===== config.mk =====
export PLATFORM = sky130hd
export DESIGN_NAME = l0_feeder
export DESIGN_NICKNAME = d
export VERILOG_FILES = /design/src/rtl/l0_pkg.sv /design/src/rtl/l0_feeder_skid.sv /design/src/rtl/l0_feeder.sv
export SDC_FILE = /design/constraint.sdc
export NUM_CORES = 1
export LEC_CHECK = 0
export ABC_AREA = 0
export BUFFER_PORTS_ARGS = -buffer_cell sky130_fd_sc_hd__buf_2
export CORE_MARGIN = 2
export CORE_UTILIZATION = 35
export DETAILED_ROUTE_END_ITERATION = 6
export SYNTH_ARGS = -nofsm -noshare
export SYNTH_HDL_FRONTEND = slang
export SYNTH_SLANG_ARGS = --single-unit

===== constraint.sdc =====
create_clock -name clk -period 6.8 [get_ports clk]
set_input_delay 0.34 -clock clk [delete_from_list [all_inputs] [get_ports clk]]
set_output_delay 0.34 -clock clk [all_outputs]
set_load 0.03 [all_outputs]

===== src/rtl/l0_pkg.sv =====
// l0_pkg: shared defaults and FSM encoding for the L0 feeder.
// Holds lane geometry, SRAM address width and the state enum.
package l0_pkg;
  localparam int ROW    = 8;
  localparam int BW     = 4;
  localparam int ADDR_W = 11;

  typedef enum logic [1:0] {
    IDLE  = 2'd0,
    RUN   = 2'd1,
    DRAIN = 2'd2
  } state_t;
endpackage


===== src/rtl/l0_feeder_skid.sv =====
// l0_feeder_skid: 2-entry in-order buffer for returning SRAM words.
// Ports: clk, reset (async low), push/data in, pop, head out, count.
module l0_feeder_skid
  import l0_pkg::*;
#(
  parameter int W = ROW * BW
) (
  input  logic         clk,
  input  logic         reset,
  input  logic         push,
  input  logic         pop,
  input  logic [W-1:0] data,
  output logic [W-1:0] head,
  output logic [1:0]   count
);

  logic [W-1:0] r_d0;
  logic [W-1:0] r_d1;
  logic [1:0]   r_cnt;

  always_ff @(posedge clk or negedge reset) begin
    if (!reset) begin
      r_d0  <= '0;
      r_d1  <= '0;
      r_cnt <= '0;
    end else begin
      unique case ({push, pop})
        2'b10: begin
          if (r_cnt == 2'd0) r_d0 <= data;
          else               r_d1 <= data;
          r_cnt <= r_cnt + 2'd1;
        end
        2'b01: begin
          r_d0  <= r_d1;
          r_cnt <= r_cnt - 2'd1;
        end
        2'b11: begin
          // Count stays put; head advances if a second entry is queued.
          if (r_cnt == 2'd2) begin
            r_d0 <= r_d1;
            r_d1 <= data;
          end else begin
            r_d0 <= data;
          end
        end
        default: ;
      endcase
    end
  end

  assign head  = r_d0;
  assign count = r_cnt;

endmodule


===== src/rtl/l0_feeder.sv =====
// l0_feeder: streams num_vec SRAM words from base_addr into L0.
// Ports: start/base_addr/num_vec, SRAM read port, L0 write port, busy/done.
module l0_feeder
  import l0_pkg::*;
#(
  parameter int row    = ROW,
  parameter int bw     = BW,
  parameter int addr_w = ADDR_W
) (
  input  logic                clk,
  input  logic                reset,
  input  logic                start,
  input  logic [addr_w-1:0]   base_addr,
  input  logic [addr_w:0]     num_vec,
  output logic                sram_cen,
  output logic                sram_wen,
  output logic [addr_w-1:0]   sram_addr,
  input  logic [row*bw-1:0]   sram_q,
  output logic                l0_wr,
  output logic [row*bw-1:0]   l0_in,
  input  logic                l0_full,
  output logic                busy,
  output logic                done
);

  localparam int CW = addr_w + 1;

  state_t            r_state;
  state_t            w_next;
  logic [addr_w-1:0] r_addr;
  logic [CW-1:0]     r_rem;
  logic [CW-1:0]     r_wr_left;
  logic              r_inflight;
  logic              r_done;

  logic [1:0]        w_count;
  logic [2:0]        w_occ;
  logic              w_rd;
  logic              w_accept;
  logic              w_zero;
  logic              w_last_wr;

  assign w_accept = start && (r_state == IDLE)
                    && (num_vec != '0);
  assign w_zero   = start && (r_state == IDLE)
                    && (num_vec == '0);

  assign l0_wr = (w_count != 2'd0) && !l0_full;

  // Words already committed to arrive, less the one leaving now.
  assign w_occ = {2'b0, r_inflight}
               + {1'b0, w_count}
               - {2'b0, l0_wr};

  // First read goes out in the start cycle so L0 sees data at +2.
  assign w_rd = w_accept
             || ((r_state == RUN) && (r_rem != '0)
                 && (w_occ < 3'd2));

  assign w_last_wr = l0_wr && (r_wr_left == CW'(1));

  assign sram_cen  = !w_rd;
  assign sram_wen  = 1'b1;
  assign sram_addr = (r_state == IDLE) ? base_addr : r_addr;
  assign busy      = (r_state != IDLE);
  assign done      = r_done;

  always_comb begin
    w_next = r_state;
    unique case (r_state)
      IDLE: begin
        if (w_accept) w_next = RUN;
      end
      RUN: begin
        if ((r_rem == '0)
            || (w_rd && (r_rem == CW'(1))))
          w_next = DRAIN;
      end
      DRAIN: begin
        if (w_last_wr) w_next = IDLE;
      end
      default: w_next = IDLE;
    endcase
  end

  always_ff @(posedge clk or negedge reset) begin
    if (!reset) begin
      r_state    <= IDLE;
      r_addr     <= '0;
      r_rem      <= '0;
      r_wr_left  <= '0;
      r_inflight <= 1'b0;
      r_done     <= 1'b0;
    end else begin
      r_state    <= w_next;
      r_inflight <= w_rd;
      r_done     <= w_zero
                 || ((r_state == DRAIN) && w_last_wr);
      if (w_accept) begin
        r_addr    <= base_addr + addr_w'(1);
        r_rem     <= num_vec - CW'(1);
        r_wr_left <= num_vec;
      end else begin
        if (w_rd) begin
          r_addr <= r_addr + addr_w'(1);
          r_rem  <= r_rem - CW'(1);
        end
        if (l0_wr) r_wr_left <= r_wr_left - CW'(1);
      end
    end
  end

  l0_feeder_skid #(
    .W (row * bw)
  ) u_skid (
    .clk   (clk),
    .reset (reset),
    .push  (r_inflight),
    .pop   (l0_wr),
    .data  (sram_q),
    .head  (l0_in),
    .count (w_count)
  );

endmodule


Yosys cells after proc, flatten, opt, wreduce, memory -nomap -nowiden --
Index checks and enable logic that the tools add are counted.
Cells by class: add/sub/neg operators 9, order comparisons 1, eq/ne operators 14, muxes and demuxes 18, reductions and logical operators 30
Operators with widths (count):
- 2-to-1 mux 32 bit | 4
- case mux 32 bit (3 select lines) | 1
- case mux 32 bit (2 select lines) | 1
- 2-to-1 mux 12 bit | 4
- subtractor 12 x 1 -> 12 bit, second input constant | 3
- 2-to-1 mux 11 bit | 3
- equality test 12 x 1 -> 1 bit, second input constant | 2
- zero test 12 bit | 2
- nonzero test 12 bit | 2
- adder 11 x 1 -> 11 bit, second input constant | 2
- nonzero test 2 bit | 6
- logical AND 1 bit | 9
- equality test 2 bit, second input constant | 4
- 2-to-1 mux 2 bit | 3
- != test 2 x 1 -> 1 bit, second input constant | 3
- != test 2 bit, second input constant | 3
- case mux 2 bit (3 select lines) | 1
- AND reduction 3 bit | 2
- equality test 2 x 1 -> 1 bit, second input constant | 2
- zero test 2 bit | 2
- case mux 2 bit (2 select lines) | 1
- adder 1 x 2 -> 3 bit | 1
- logical OR 1 bit | 3
- < comparator 3 x 2 -> 1 bit, second input constant | 1
- other kinds (6) | 7
Word-level totals: flip-flop bits (word level) 105, bits of input ports 59, output and inout bits 48

Logic depth before layout (Yosys ltp) --
word-level depth 10, mapped depth 15, depth with buffers taken out 13

Modules after synthesis --
A second synthesis with hierarchy kept.
Unflattened totals: cells, all modules 554, area, all modules 5893.2 µm²
Modules (own cells, without submodules):
- l0_feeder_skid | times used 1, cells an instance 238, area each 3021.6 µm², sequential area each 1651.6 µm²
- l0_feeder | times used 1, cells an instance 316, area each 2871.5 µm², sequential area each 975.9 µm²

Worst setup path before layout --
No wires, ideal clock.
path kind in2reg, start input num_vec[2], end register r_addr[10], library setup time 0.126 ns, arrival 3.077 ns, required time 6.674 ns, slack 3.597 ns, stages on the path 13, path buffers 2, cells stage by stage or4_4 -> nor4_4 -> or2_2 -> buf_2 -> buf_2 -> nand2_1 -> nand2_1 -> ha_1 -> inv_1 -> or4bb_1 -> and4bb_2 -> xnor2_1 -> mux2i_1
Between the ends: longest elaborated chain between the ends 4, elaborated cells on any way between the ends 5
Ends and longest elaborated chain:
- from (decl) | RTL line l0_feeder.sv:14 | input logic [addr_w:0] num_vec,
- nonzero test 12 bit * | RTL line l0_feeder.sv:44 | && (num_vec != '0);
- logical AND 1 bit * | RTL line l0_feeder.sv:44
- logical OR 1 bit | RTL line l0_feeder.sv:57 | || ((r_state == RUN) && (r_rem != '0)
- nonzero test 2 bit (no line)
- to (signal assigned) | RTL line l0_feeder.sv:100 | r_addr <= base_addr + addr_w'(1);
- to (signal assigned) | RTL line l0_feeder.sv:105 | r_addr <= r_addr + addr_w'(1);
- to (decl) | RTL line l0_feeder.sv:30 | logic [addr_w-1:0] r_addr;
Mark *: on every way between the ends. The rest lies on a longest branch, timed or not. A chain may end at the register's enable or synchronous reset.

Worst setup path in the final report --
start register r_state[1], end register r_addr[10]
Between the ends: longest elaborated chain between the ends 5, elaborated cells on any way between the ends 9
Ends and longest elaborated chain:
- from (decl) | RTL line l0_feeder.sv:28 | state_t r_state;
- from (signal assigned) | RTL line l0_feeder.sv:95 | r_state <= w_next;
- equality test 2 x 1 -> 1 bit or zero test 2 bit (tied branches) | RTL line l0_feeder.sv:57, l0_feeder.sv:43
- logical AND 1 bit (on tied branches) | RTL line l0_feeder.sv:57, l0_feeder.sv:43
- logical AND 1 bit (on tied branches) | RTL line l0_feeder.sv:58, l0_feeder.sv:44
- logical OR 1 bit | RTL line l0_feeder.sv:57
- nonzero test 2 bit (no line)
Several ways; a longest one is shown, not always the timed one.

==> run_results.csv <==
group,metric,value,unit
sta,rsz0062_at_grt,"no",
clock_tree,post_cts_resized,0,
placement,post-place-cells,831,
drt,dr.pass1.iters,4,
sta,fin_crit_sh,0.532,
finish,nFillCells,1484,
synth,synth_cell_types,53,
finish,regArea,2630,um2
clock_tree,cts_tree,"built",
clock_tree,h-tree-depth,3,
synth,syn-cell-area,5490,um2
sta,fmax,0.276,GHz
sta,slew_headroom,0.210,
power,p_leak,2.81,nW
placement,dp_hpwl,9210,um
drt,viasPerCell,5.17,
finish,final_cells,847,
setup_path,crit_arrival,3.82,ns
flow_run,maxCapViolCount,0,
finish,final_nets,700,
setup_path,cp.required,7.01,ns
drt,drtAntennaViolNets,0,
die,die_y,129,um
synth,synth.avg_cell_area,10.1,um2
grt,grt_pass1_vias,4404,
sta,tns,0,ns
drt,wl,13200,um
drt,drtIter0Drc,249,
synth,ys_seq_elements,105,
sta,period_needed,3.62,ns
die,num_io_pins,107,
sta,maxSlewViolCount,0,
setup_path,crit_fanout,14,
power,powerDensity,511,nW/um2
synth,synth_edf_count,0,
power,power,3.35,mW
clock_tree,root_buffer,"clkbuf_16",
grt,track_usage,0.168,
synth,ys_warn_count,0,
synth,synthArstFlopShare,1.00,
synth,synthCells,541,
sta,setup_viol,0,
setup_path,r2r_slack,3.18,ns
clock_tree,clockBufferDepth,2,
die,die_x,129,um
grt,grt_max_degree,65,
clock_tree,cts_setup_buffers,0,
finish,multi_input_area,2690,um2
setup_path,worstSetupPathType,"flop to flop",
synth,synth_top_flop_cell,"dfrtp_1",
run_status,status,"completed",
drt,vias,4378,
worst_hold_path,hold_path_class,"primary input to async pin",
die,start_util,0.360,
clock_tree,cts_buffers,9,
clock_tree,clk_pin_slew_worst_paths,0.07,ns
drt,routedWlPerCell,15.6,um
placement,io_buffers,105,
grt,grt_first_pass_wirelength,22200,um
finish,drive_gt1_frac,0.280,
clock_tree,clock_sinks,105,
synth,seq_area_frac_synth,0.479,
synth,synth_nets,610,
grt,antenna_found_initial,1,
sta,finalHoldViolations,0,
die,fp.coreArea,15300,um2
clock_tree,clock_latency,0.35,ns
sta,worstMarginPinSlew,1.19,ns
sta,finalClockSkew,0.00782,ns
die,die_area,16700,um2
setup_path,crit_path_start_kind,"flop",
power,vdd_drop_max,0.000220,V
drt,drcViolationCount,0,
clock_tree,cts-hold-fix-buffers,0,
die,core.rowCount,45,
placement,gp_congestion,0.826,
setup_path,end_kind,"flop",
finish,syn_to_final_growth,19.4,%
grt,grt_overflow,0,
cell families after synthesis:
logic type               synth area share
adder cells (fa/ha/maj)            0.0242
other                            0.000683
AO/OA/AOI/OAI                       0.119
flip-flops                          0.479
multiplexers                        0.106
AND/OR/NAND/NOR                     0.159
buffers and inverters              0.0317
XOR/XNOR                           0.0814
layer usage:
metal	wire, um	global-route usage	vias to the layer above
met5	0	0	-
met4	77	0.0454	0
met3	856	0.0446	12
met2	6400	0.275	133
met1	5910	0.220	2138
li1	-	-	2095
sequential cells by signal (all words and copies together) (netlist names):
| signal | count |
|---|---|
| r_addr | 11 |
| r_state | 2 |
| u_skid.head | 32 |
| u_skid.r_d1 | 32 |
| r_rem | 12 |
| r_wr_left | 12 |
| u_skid.count | 2 |
| r_inflight | 1 |
| done | 1 |
layout make-up:
| cell class | instances | share of cell area |
|---|---|---|
| multi-input combinational | 393 | 0.410 |
| sequential | 105 | 0.401 |
| timing repair buffer | 108 | 0.0840 |
| tap | 211 | 0.0403 |
| clock buffer | 10 | 0.0365 |
| clock inverter | 5 | 0.0195 |
| inverter | 14 | 0.00802 |
| antenna | 1 | 0.000382 |
report_power, final:
| part | total [mW] | internal [mW] | switching [mW] |
|---|---|---|---|
| sequential | 1.18 | 0.944 | 0.240 |
| clock | 0.633 | 0.405 | 0.228 |
| combinational | 1.53 | 0.602 | 0.929 |
| total | 3.35 | 1.95 | 1.40 |
cells in the mapped netlist (8+ instances only):
cell,instances,share of area
o21ai_0,20,0.018
nand2_1,39,0.027
clkbuf_1,19,0.013
nand4_1,9,0.010
ha_1,9,0.021
xnor2_1,33,0.053
a21oi_1,44,0.040
mux2_2,43,0.088
inv_1,12,0.0082
nor2_1,54,0.037
nor4_1,10,0.011
dfrtp_1,105,0.48
mux2i_1,8,0.015
xor2_1,18,0.029
a22oi_1,33,0.045
nor3_1,10,0.0091
nand3_1,13,0.012
cells in the final DEF, fill, tap and decap left out, drive strengths merged, types with 2 or more instances in the layout:
| cell type | netlist | final |
|---|---|---|
| mux2 | 44 | 44 |
| nor3 | 10 | 10 |
| inv | 14 | 14 |
| buf | 10 | 108 |
| and3 | 3 | 3 |
| o21ai | 21 | 21 |
| xor2 | 18 | 18 |
| a211oi | 3 | 3 |
| dfrtp | 105 | 105 |
| nor4 | 12 | 12 |
| and2 | 2 | 2 |
| and4 | 4 | 4 |
| nand4 | 9 | 9 |
| nand3 | 13 | 13 |
| nor2 | 56 | 56 |
| a21oi | 44 | 44 |
| clkbuf | 19 | 10 |
| nor4b | 2 | 2 |
| or2 | 3 | 3 |
| a22oi | 33 | 33 |
| a21o | 2 | 2 |
| nand2 | 39 | 39 |
| ha | 9 | 9 |
| nor2b | 3 | 3 |
| xnor2 | 33 | 33 |
| mux2i | 8 | 8 |
| or4 | 5 | 5 |
| bufinv | 0 | 4 |
| or3 | 3 | 3 |
critical path, cell delays in order, from the launching register on:
cell and delay (ns):
dfrtp_1 0.41, nor2_1 0.89, nand2_1 0.23, nor2_2 0.34, nand2_1 0.09, nand2_1 0.07
ha_1 0.26, inv_1 0.11, or4bb_1 0.56, and4bb_2 0.33, xnor2_1 0.11, mux2i_1 0.09
stage by stage:
stage	hold WS (ns)	cell area [um2]	worst slack (ns)	util
after floorplan	0.0444	5490	3.60	-
after global placement	0.473	6180	3.12	0.405
after detailed placement	0.489	6180	3.08	0.405
after CTS	0.106	6550	3.13	0.429
after global routing	0.131	6550	2.90	0.429
final	0.0771	6550	3.18	0.429
path summary, 6_finish.rpt:
check,start,cells past startpoint,to
max,r_state[1],11,r_addr[10]
min,reset,1,r_rem[6]
max reg2reg,r_state[1],11,r_addr[10]
min reg2reg,r_state[0],1,done
max in group asynchronous,reset,2,u_skid.r_d1[8]
min in group clk,sram_q[18],2,u_skid.r_d1[18]
No activity file was read; power rests on OpenSTA's default activity.
